[config.mk]
export PLATFORM = sky130hd
export DESIGN_NAME = dcache_port_arb
export DESIGN_NICKNAME = d
export VERILOG_FILES = /design/src/rtl/dcache_port_arb.sv
export SDC_FILE = /design/constraint.sdc
export NUM_CORES = 1
export LEC_CHECK = 0
export CORE_AREA = 5 5 138 140
export CTS_CLUSTER_SIZE = 14
export DETAILED_ROUTE_END_ITERATION = 6
export DIE_AREA = 0 0 143 145
export PLACE_DENSITY = 0.74
export SLEW_MARGIN = 20
export SYNTH_ARGS = -nofsm -noshare
export SYNTH_HDL_FRONTEND = slang
export SYNTH_SLANG_ARGS = --single-unit
export TNS_END_PERCENT = 100
[constraint.sdc]
create_clock -name clk -period 5.4 [get_ports clk]
set_input_delay 0.54 -clock clk [delete_from_list [all_inputs] [get_ports clk]]
set_output_delay 0.54 -clock clk [all_outputs]
set_load 0.03 [all_outputs]
[src/rtl/dcache_port_arb.sv]
// dcache_port_arb: shares the single Dcache port between speculative loads
// from the LSQ and retired stores from the SQ head. Loads normally win. A
// starvation counter or a full store queue forces the next store through.
// The winning request is registered toward the Dcache, and a load that is
// already registered can be squashed or have its mask fixed by branch
// resolution while it waits out a stall.
module dcache_port_arb #(
    parameter int STARVE_LIMIT = 4,
    parameter int BR_MASK_W    = 5,
    parameter int TAG_W        = 6
) (
    input  logic                 clk,
    input  logic                 rst,
    input  logic                 ld_req_i,
    input  logic [63:0]          ld_addr_i,
    input  logic [BR_MASK_W-1:0] ld_br_mask_i,
    input  logic [TAG_W-1:0]     ld_tag_i,
    input  logic                 st_req_i,
    input  logic [63:0]          st_addr_i,
    input  logic [63:0]          st_data_i,
    input  logic                 sq_full_i,
    input  logic                 dc_stall_i,
    input  logic                 rob_br_recovery_i,
    input  logic                 rob_br_pred_correct_i,
    input  logic [BR_MASK_W-1:0] rob_br_tag_fix_i,
    output logic                 ld_gnt_o,
    output logic                 st_gnt_o,
    output logic                 dc_ld_en_o,
    output logic                 dc_st_en_o,
    output logic [63:0]          dc_addr_o,
    output logic [63:0]          dc_st_data_o,
    output logic [TAG_W-1:0]     dc_tag_o,
    output logic [BR_MASK_W-1:0] dc_br_mask_o,
    output logic                 starve_o
);

    localparam int CNT_W = $clog2(STARVE_LIMIT + 1);

    typedef enum logic {
        ST_NORMAL,
        ST_FORCE
    } state_e;

    state_e               state_q, state_d;
    logic [CNT_W-1:0]     starve_cnt_q, starve_cnt_d;

    logic                 dc_ld_en_q, dc_ld_en_d;
    logic                 dc_st_en_q, dc_st_en_d;
    logic [63:0]          dc_addr_q, dc_addr_d;
    logic [63:0]          dc_st_data_q, dc_st_data_d;
    logic [TAG_W-1:0]     dc_tag_q, dc_tag_d;
    logic [BR_MASK_W-1:0] dc_br_mask_q, dc_br_mask_d;

    logic                 ld_squash;
    logic                 ld_vld;
    logic                 ld_gnt;
    logic                 st_gnt;
    logic                 starve_inc;
    logic [BR_MASK_W-1:0] mask_fix;

    // Pick at most one winner for the port this cycle; nothing is granted while in reset
    always_comb begin
        ld_squash = rob_br_recovery_i & (|(ld_br_mask_i & rob_br_tag_fix_i));
        ld_vld    = ld_req_i & ~ld_squash;
        ld_gnt    = 1'b0;
        st_gnt    = 1'b0;
        if (!rst && !dc_stall_i) begin
            if (state_q == ST_NORMAL) begin
                ld_gnt = ld_vld;
                st_gnt = ~ld_vld & st_req_i;
            end else begin
                st_gnt = st_req_i;
            end
        end
    end

    // Track how long a waiting store has lost to loads and decide when to force it through
    always_comb begin
        starve_inc   = st_req_i & ld_gnt;
        state_d      = state_q;
        starve_cnt_d = starve_cnt_q;
        if (st_gnt || !st_req_i) begin
            starve_cnt_d = '0;
        end else if (starve_inc && (starve_cnt_q < CNT_W'(STARVE_LIMIT))) begin
            starve_cnt_d = starve_cnt_q + CNT_W'(1);
        end
        case (state_q)
            ST_NORMAL: begin
                if (!st_gnt &&
                    ((starve_inc && (starve_cnt_q == CNT_W'(STARVE_LIMIT - 1))) ||
                     (sq_full_i && st_req_i))) begin
                    state_d = ST_FORCE;
                end
            end
            ST_FORCE: begin
                if (st_gnt || !st_req_i) begin
                    state_d = ST_NORMAL;
                end
            end
            default: state_d = ST_NORMAL;
        endcase
    end

    // Next value of the Dcache request register: capture, go idle, or hold with branch fixes
    always_comb begin
        mask_fix     = rob_br_pred_correct_i ? rob_br_tag_fix_i : '0;
        dc_ld_en_d   = dc_ld_en_q;
        dc_st_en_d   = dc_st_en_q;
        dc_addr_d    = dc_addr_q;
        dc_st_data_d = dc_st_data_q;
        dc_tag_d     = dc_tag_q;
        dc_br_mask_d = dc_br_mask_q;
        if (st_gnt) begin
            dc_ld_en_d   = 1'b0;
            dc_st_en_d   = 1'b1;
            dc_addr_d    = st_addr_i;
            dc_st_data_d = st_data_i;
            dc_tag_d     = '0;
            dc_br_mask_d = '0;
        end else if (ld_gnt) begin
            dc_ld_en_d   = 1'b1;
            dc_st_en_d   = 1'b0;
            dc_addr_d    = ld_addr_i;
            dc_st_data_d = '0;
            dc_tag_d     = ld_tag_i;
            dc_br_mask_d = ld_br_mask_i & ~mask_fix;
        end else if (!dc_stall_i) begin
            dc_ld_en_d   = 1'b0;
            dc_st_en_d   = 1'b0;
            dc_addr_d    = '0;
            dc_st_data_d = '0;
            dc_tag_d     = '0;
            dc_br_mask_d = '0;
        end else if (rob_br_recovery_i && (|(dc_br_mask_q & rob_br_tag_fix_i))) begin
            dc_ld_en_d   = 1'b0;
            dc_tag_d     = '0;
            dc_br_mask_d = '0;
        end else begin
            dc_br_mask_d = dc_br_mask_q & ~mask_fix;
        end
    end

    // State, counter and request register update
    always_ff @(posedge clk) begin
        if (rst) begin
            state_q      <= ST_NORMAL;
            starve_cnt_q <= '0;
            dc_ld_en_q   <= 1'b0;
            dc_st_en_q   <= 1'b0;
            dc_addr_q    <= '0;
            dc_st_data_q <= '0;
            dc_tag_q     <= '0;
            dc_br_mask_q <= '0;
        end else begin
            state_q      <= state_d;
            starve_cnt_q <= starve_cnt_d;
            dc_ld_en_q   <= dc_ld_en_d;
            dc_st_en_q   <= dc_st_en_d;
            dc_addr_q    <= dc_addr_d;
            dc_st_data_q <= dc_st_data_d;
            dc_tag_q     <= dc_tag_d;
            dc_br_mask_q <= dc_br_mask_d;
        end
    end

    assign ld_gnt_o     = ld_gnt;
    assign st_gnt_o     = st_gnt;
    assign dc_ld_en_o   = dc_ld_en_q;
    assign dc_st_en_o   = dc_st_en_q;
    assign dc_addr_o    = dc_addr_q;
    assign dc_st_data_o = dc_st_data_q;
    assign dc_tag_o     = dc_tag_q;
    assign dc_br_mask_o = dc_br_mask_q;
    assign starve_o     = (state_q == ST_FORCE);

endmodule

# After elaboration in Yosys (flattened, before gate mapping)
# Cells that the tools add are included.
[classes]
add_sub_neg = 1
order_cmp = 1
eq_ne = 3
n_mux = 25
bitwise_logic = 12
n_reduce_logical = 16
[op_table]
columns = ["cell", "count"]
rows = [
  ["$mux 64", 5],
  ["$and 5x5->5", 4],
  ["$mux 5", 4],
  ["$mux 6", 3],
  ["$mux 1", 12],
  ["$reduce_or 5->1", 2],
  ["$logic_and 1x1->1", 6],
  ["$ne 3x1->1 const B", 2],
  ["$not 5->5", 1],
  ["$and 1x1->1", 4],
  ["$logic_not 1->1", 4],
  ["$reduce_or 2->1", 2],
  ["$add 3x1->3 const B", 1],
  ["$eq 3x2->1 const B", 1],
  ["$lt 3x3->1 const B", 1],
  ["$not 1->1", 3],
  ["$logic_or 1x1->1", 2],
  ["$pmux 1 s2", 1],
]
[totals]
register_bits = 145
output_inout_bits = 144
word_cells = 66

# Depth between registers and ports, before layout
[logic_depth]
depth_word = 13
depth_mapped = 8
depth_no_buf = 4

# Least setup slack after synthesis
# No wires, ideal clock.
[synth_path]
path_kind = "in2out"
from = "input port dc_stall_i"
to = "output port ld_gnt_o"
t_arrival_ns = 1.808
required_time_ns = 4.860
path_slack_ns = 3.052
path_stages = 4
cell_sequence = "clkbuf_1 > clkbuf_1 > clkbuf_1 > nor3_1"
[synth_between]
elab_chain_len = 3
[synth_rtl]
columns = ["item", "line_no", "text"]
rows = [
  ["start: declaration", "22", "input logic dc_stall_i,"],
  ["$logic_not 1->1", "--", ""],
  ["$logic_and 1x1->1", "67", "if (!rst && !dc_stall_i) begin"],
  ["$mux 1", "67", ""],
  ["end: declaration", "26", "output logic ld_gnt_o,"],
]
# No other way between the ends.

# Final worst setup path
[layout_path]
from = "input port rob_br_tag_fix_i[0]"
to = "output port ld_gnt_o"
[layout_between]
elab_chain_len = 7
[layout_rtl]
columns = ["item", "line_no", "text"]
rows = [
  ["start: declaration", "25", "input logic [BR_MASK_W-1:0] rob_br_tag_fix_i,"],
  ["$and 5x5->5", "63", "ld_squash = rob_br_recovery_i & (|(ld_br_mask_i & rob_br_tag_fix_i));"],
  ["$reduce_or 5->1", "63", ""],
  ["$and 1x1->1", "63", ""],
  ["$not 1->1", "64", "ld_vld = ld_req_i & ~ld_squash;"],
  ["$and 1x1->1", "64", ""],
  ["$mux 1", "68", "if (state_q == ST_NORMAL) begin"],
  ["$mux 1", "67", ""],
]
# No other way between the ends.

==> results_dict.tcl <==
set metrics [dict create \
    r2r_start "starve_o$_SDFF_PP0_" \
    synth_nets 819 \
    path_cells "clkdlybuf4s50_1 > a22oi_2 > a41oi_1 > nor3_1 > clkdlybuf4s50_1" \
    cts_num_sinks 145 \
    startpoint_type "primary input" \
    grt_setup_unrepaired "no" \
    clk_latency_ps 410 \
    synth_top_area_share_pct 48.6 \
    syn_area_mm2 0.00597 \
    cp_num_buf_inv 2 \
    nFillCells 1563 \
    drt_iter0_drc 246 \
    crit_required_ps 4860 \
    postSynthAreaPerCell_um2 9.94 \
    synth_fa_ha_area_share_pct 0.419 \
    period_share_pct 62.7 \
    path_common_cell "clkdlybuf4s50_1" \
    max_cap_viol_count 0 \
    synth_mux_area_share_pct 0 \
    wl_mm 22.1 \
    ys_seq_area_share_pct 48.6 \
    ctsHoldBuffers 0 \
    portBuffers 359 \
    dr.pass1.iters 4 \
    hold_ws_ps 449 \
    cts_buffers 17 \
    cts_resized 0 \
    crit_path_end_kind "output pin" \
    timing.fmax_mhz 295 \
    path_max_fanout 9 \
    dpl_cell_area_mm2 0.00959 \
    fin_worst_skew_ps 7.34 \
    dp.cells 1133 \
    cpPeakStageDelay_ps 740 \
    holdPathStages 1 \
    synth_top_family_by_area "compound AO/OA/AOI/OAI gates" \
    hold_viol 0 \
    post_cts_buffers 0 \
    cts.reportedPaths.clkPinSlew_ps 60 \
    gr-total-overflow 0 \
    initial_utilization_pct 33.7 \
    antenna_found_initial 1 \
    reg2reg_to "dc_addr_o[7]$_SDFFE_PP0P_" \
    tightest_slew_ps 949 \
    hold_end "dc_st_en_o$_SDFFE_PP0P_" \
    critPathSlowestCell "clkdlybuf4s50_1" \
    multi_input_area_mm2 0.00251 \
    yosysTopAreaCell "dfxtp_1" \
    setup_viol 0 \
    die_h_um 145 \
    ys_types 40 \
    h-tree-depth 4 \
    rr_worst_depth 5 \
    layout.cells.non_filler 1165 \
    arrival_ps 2850 \
    crit_type "primary input to output pin" \
    slew_violations 0 \
    drive_gt1_share_pct 5.45 \
    layout.nets 1141 \
    grt_usage_pct 20.2 \
    core_region_area_mm2 0.0177 \
    period_minus_slack_ps 3390 \
    die_width_um 143 \
    slew_headroom_pct 36.7 \
    synth-compound-area-share_pct 37.8 \
    ys_warn_count 0 \
    ys_seq_elements 145 \
    synth_xor_xnor_area_share_pct 0 \
    die-area_mm2 0.0207 \
    vdd_drop_max_mv 0.228 \
    cts_root_buf "clkbuf_16" \
    grt_pass1_vias 6045 \
    power.leakage_nw 3.77 \
    ant_nets 0 \
    hpwl_mm 16.0 \
    status "complete, no violations" \
    reg2reg_slack_ps 3040 \
    viasPerCell 5.13 \
    num_rows 49 \
    seq_area_mm2 0.00290 \
    design_area_mm2 0.0103 \
    gp_congestion 0.811 \
    power_density_mw_per_mm2 298 \
    min_from "dc_st_en_o$_SDFFE_PP0P_" \
    synthTopCellsByArea "dfxtp_1, a32o_1, a22o_1" \
    cpLargestDelayFamily "buffers and inverters" \
    grt_max_degree 103 \
    io_pins 360 \
    netlist_instances 601 \
    drc 0 \
    min_path_type "register to register" \
    grt_pass1_wl_mm 33.2 \
    setup-tns-final_ps 0 \
    wl_per_cell_um 18.9 \
    yosys.area_share.simple_pct 3.50 \
    cts_buffer_depth 2 \
    cts_tree "yes" \
    syn2layout_area_growth_pct 71.7 \
    vias 5981 \
]
state kept, by name, summed over array words and instances (netlist names):
| register | count |
|---|---|
| dc_addr_o | 64 |
| dc_st_data_o | 64 |
| dc_tag_o | 6 |
| dc_br_mask_o | 5 |
| starve_cnt_q | 3 |
| dc_ld_en_o | 1 |
| dc_st_en_o | 1 |
| starve_o | 1 |
cells in the final DEF (no fill, tap or decap), types with 2 or more instances in the layout:
cell type,n
a32oi_1,5
a21o_1,2
a21oi_1,66
o21ai_0,2
a31oi_1,6
buf_4,9
bufinv_16,5
clkdlybuf4s50_1,357
nand2_1,8
nor2b_1,2
a22oi_1,3
ha_1,2
nor2_1,4
inv_6,5
a211oi_1,5
dfxtp_1,145
nand3_1,6
inv_1,65
o21a_1,64
a22o_1,64
nand4_1,7
clkbuf_16,17
a32o_1,64
clkinv_4,2
synth_stat cells, drive strengths merged:
| master | instances |
|---|---|
| dfxtp | 145 |
| a21oi | 66 |
| inv | 65 |
| a22o | 64 |
| a32o | 64 |
| o21a | 64 |
| clkbuf | 39 |
| buf | 25 |
| nand2 | 8 |
| nand4 | 8 |
| a31oi | 6 |
| nand3 | 6 |
| a211oi | 5 |
| a32oi | 5 |
| a22oi | 4 |
| nor2 | 4 |
| nor2b | 3 |
| a21o | 2 |
| ha | 2 |
| o21ai | 2 |
| a21bo | 1 |
| a222oi | 1 |
| a311oi | 1 |
| a31o | 1 |
| a41o | 1 |
| a41oi | 1 |
| and2 | 1 |
| and2b | 1 |
| and3 | 1 |
| and3b | 1 |
| nor3 | 1 |
| nor3b | 1 |
| o221a | 1 |
| or3 | 1 |
logic make-up after synthesis:
| family | Yosys count |
|---|---|
| and+or+nand+nor | 36 |
| AOI/OAI and AO/OA | 289 |
| adders and majority gates | 2 |
| DFF | 145 |
| buffers and inverters | 129 |
report_power, final:
part           internal (W)  switching (W)  leakage [nW]
Clock              0.000843       0.000481         0.324
Sequential          0.00112      0.0000268          1.19
Combinational      0.000303       0.000280          2.26
worst register-to-register path: stages, from the launching register on:
cell and delay [ps]:
dfxtp_1 360, nor2b_1 320, a41o_2 780, buf_4 520, a32o_1 220, o21a_1 100
cell type report:
class	instances	area share, %
Sequential cell	145	28.3
Antenna cell	1	0.0244
Clock inverter	13	2.17
Inverter	65	2.38
Timing Repair Buffer	367	35.5
Tap cell	229	2.79
Multi-Input combinational cell	327	24.5
Clock buffer	18	4.28
metrics by stage:
stage / power, W / utilization (%) / setup slack (ps)
floorplan: 0.00145 / - / 3050
global placement: 0.00175 / 54.1 / 2090
detailed placement: 0.00176 / 54.1 / 2050
CTS: 0.00310 / 57.9 / 2030
global route: 0.00318 / 57.9 / 1900
finish: 0.00306 / 57.9 / 2010
metal layers:
| metal | vias to the layer above | part of all wire (%) | GRT usage, % |
|---|---|---|---|
| li1 | 2903 | - | - |
| met1 | 2783 | 39 | 22.9 |
| met2 | 265 | 48 | 34.0 |
| met3 | 30 | 11 | 8.69 |
| met4 | 0 | 2.0 | 7.03 |
| met5 | - | 0 | 0 |
worst max path at each step:
| stage | from | to | depth (start not counted) |
|---|---|---|---|
| 2_1_floorplan | dc_stall_i | ld_gnt_o | 4 |
| 6_report | rob_br_tag_fix_i[0] | ld_gnt_o | 5 |
| 4_1_cts | rob_br_tag_fix_i[0] | ld_gnt_o | 5 |
| 3_3_place_gp | rob_br_tag_fix_i[0] | ld_gnt_o | 5 |
| 3_5_place_dp | rob_br_tag_fix_i[0] | ld_gnt_o | 5 |
| 5_1_grt | rob_br_tag_fix_i[0] | ld_gnt_o | 5 |
(Power assumes the default switching activity.)
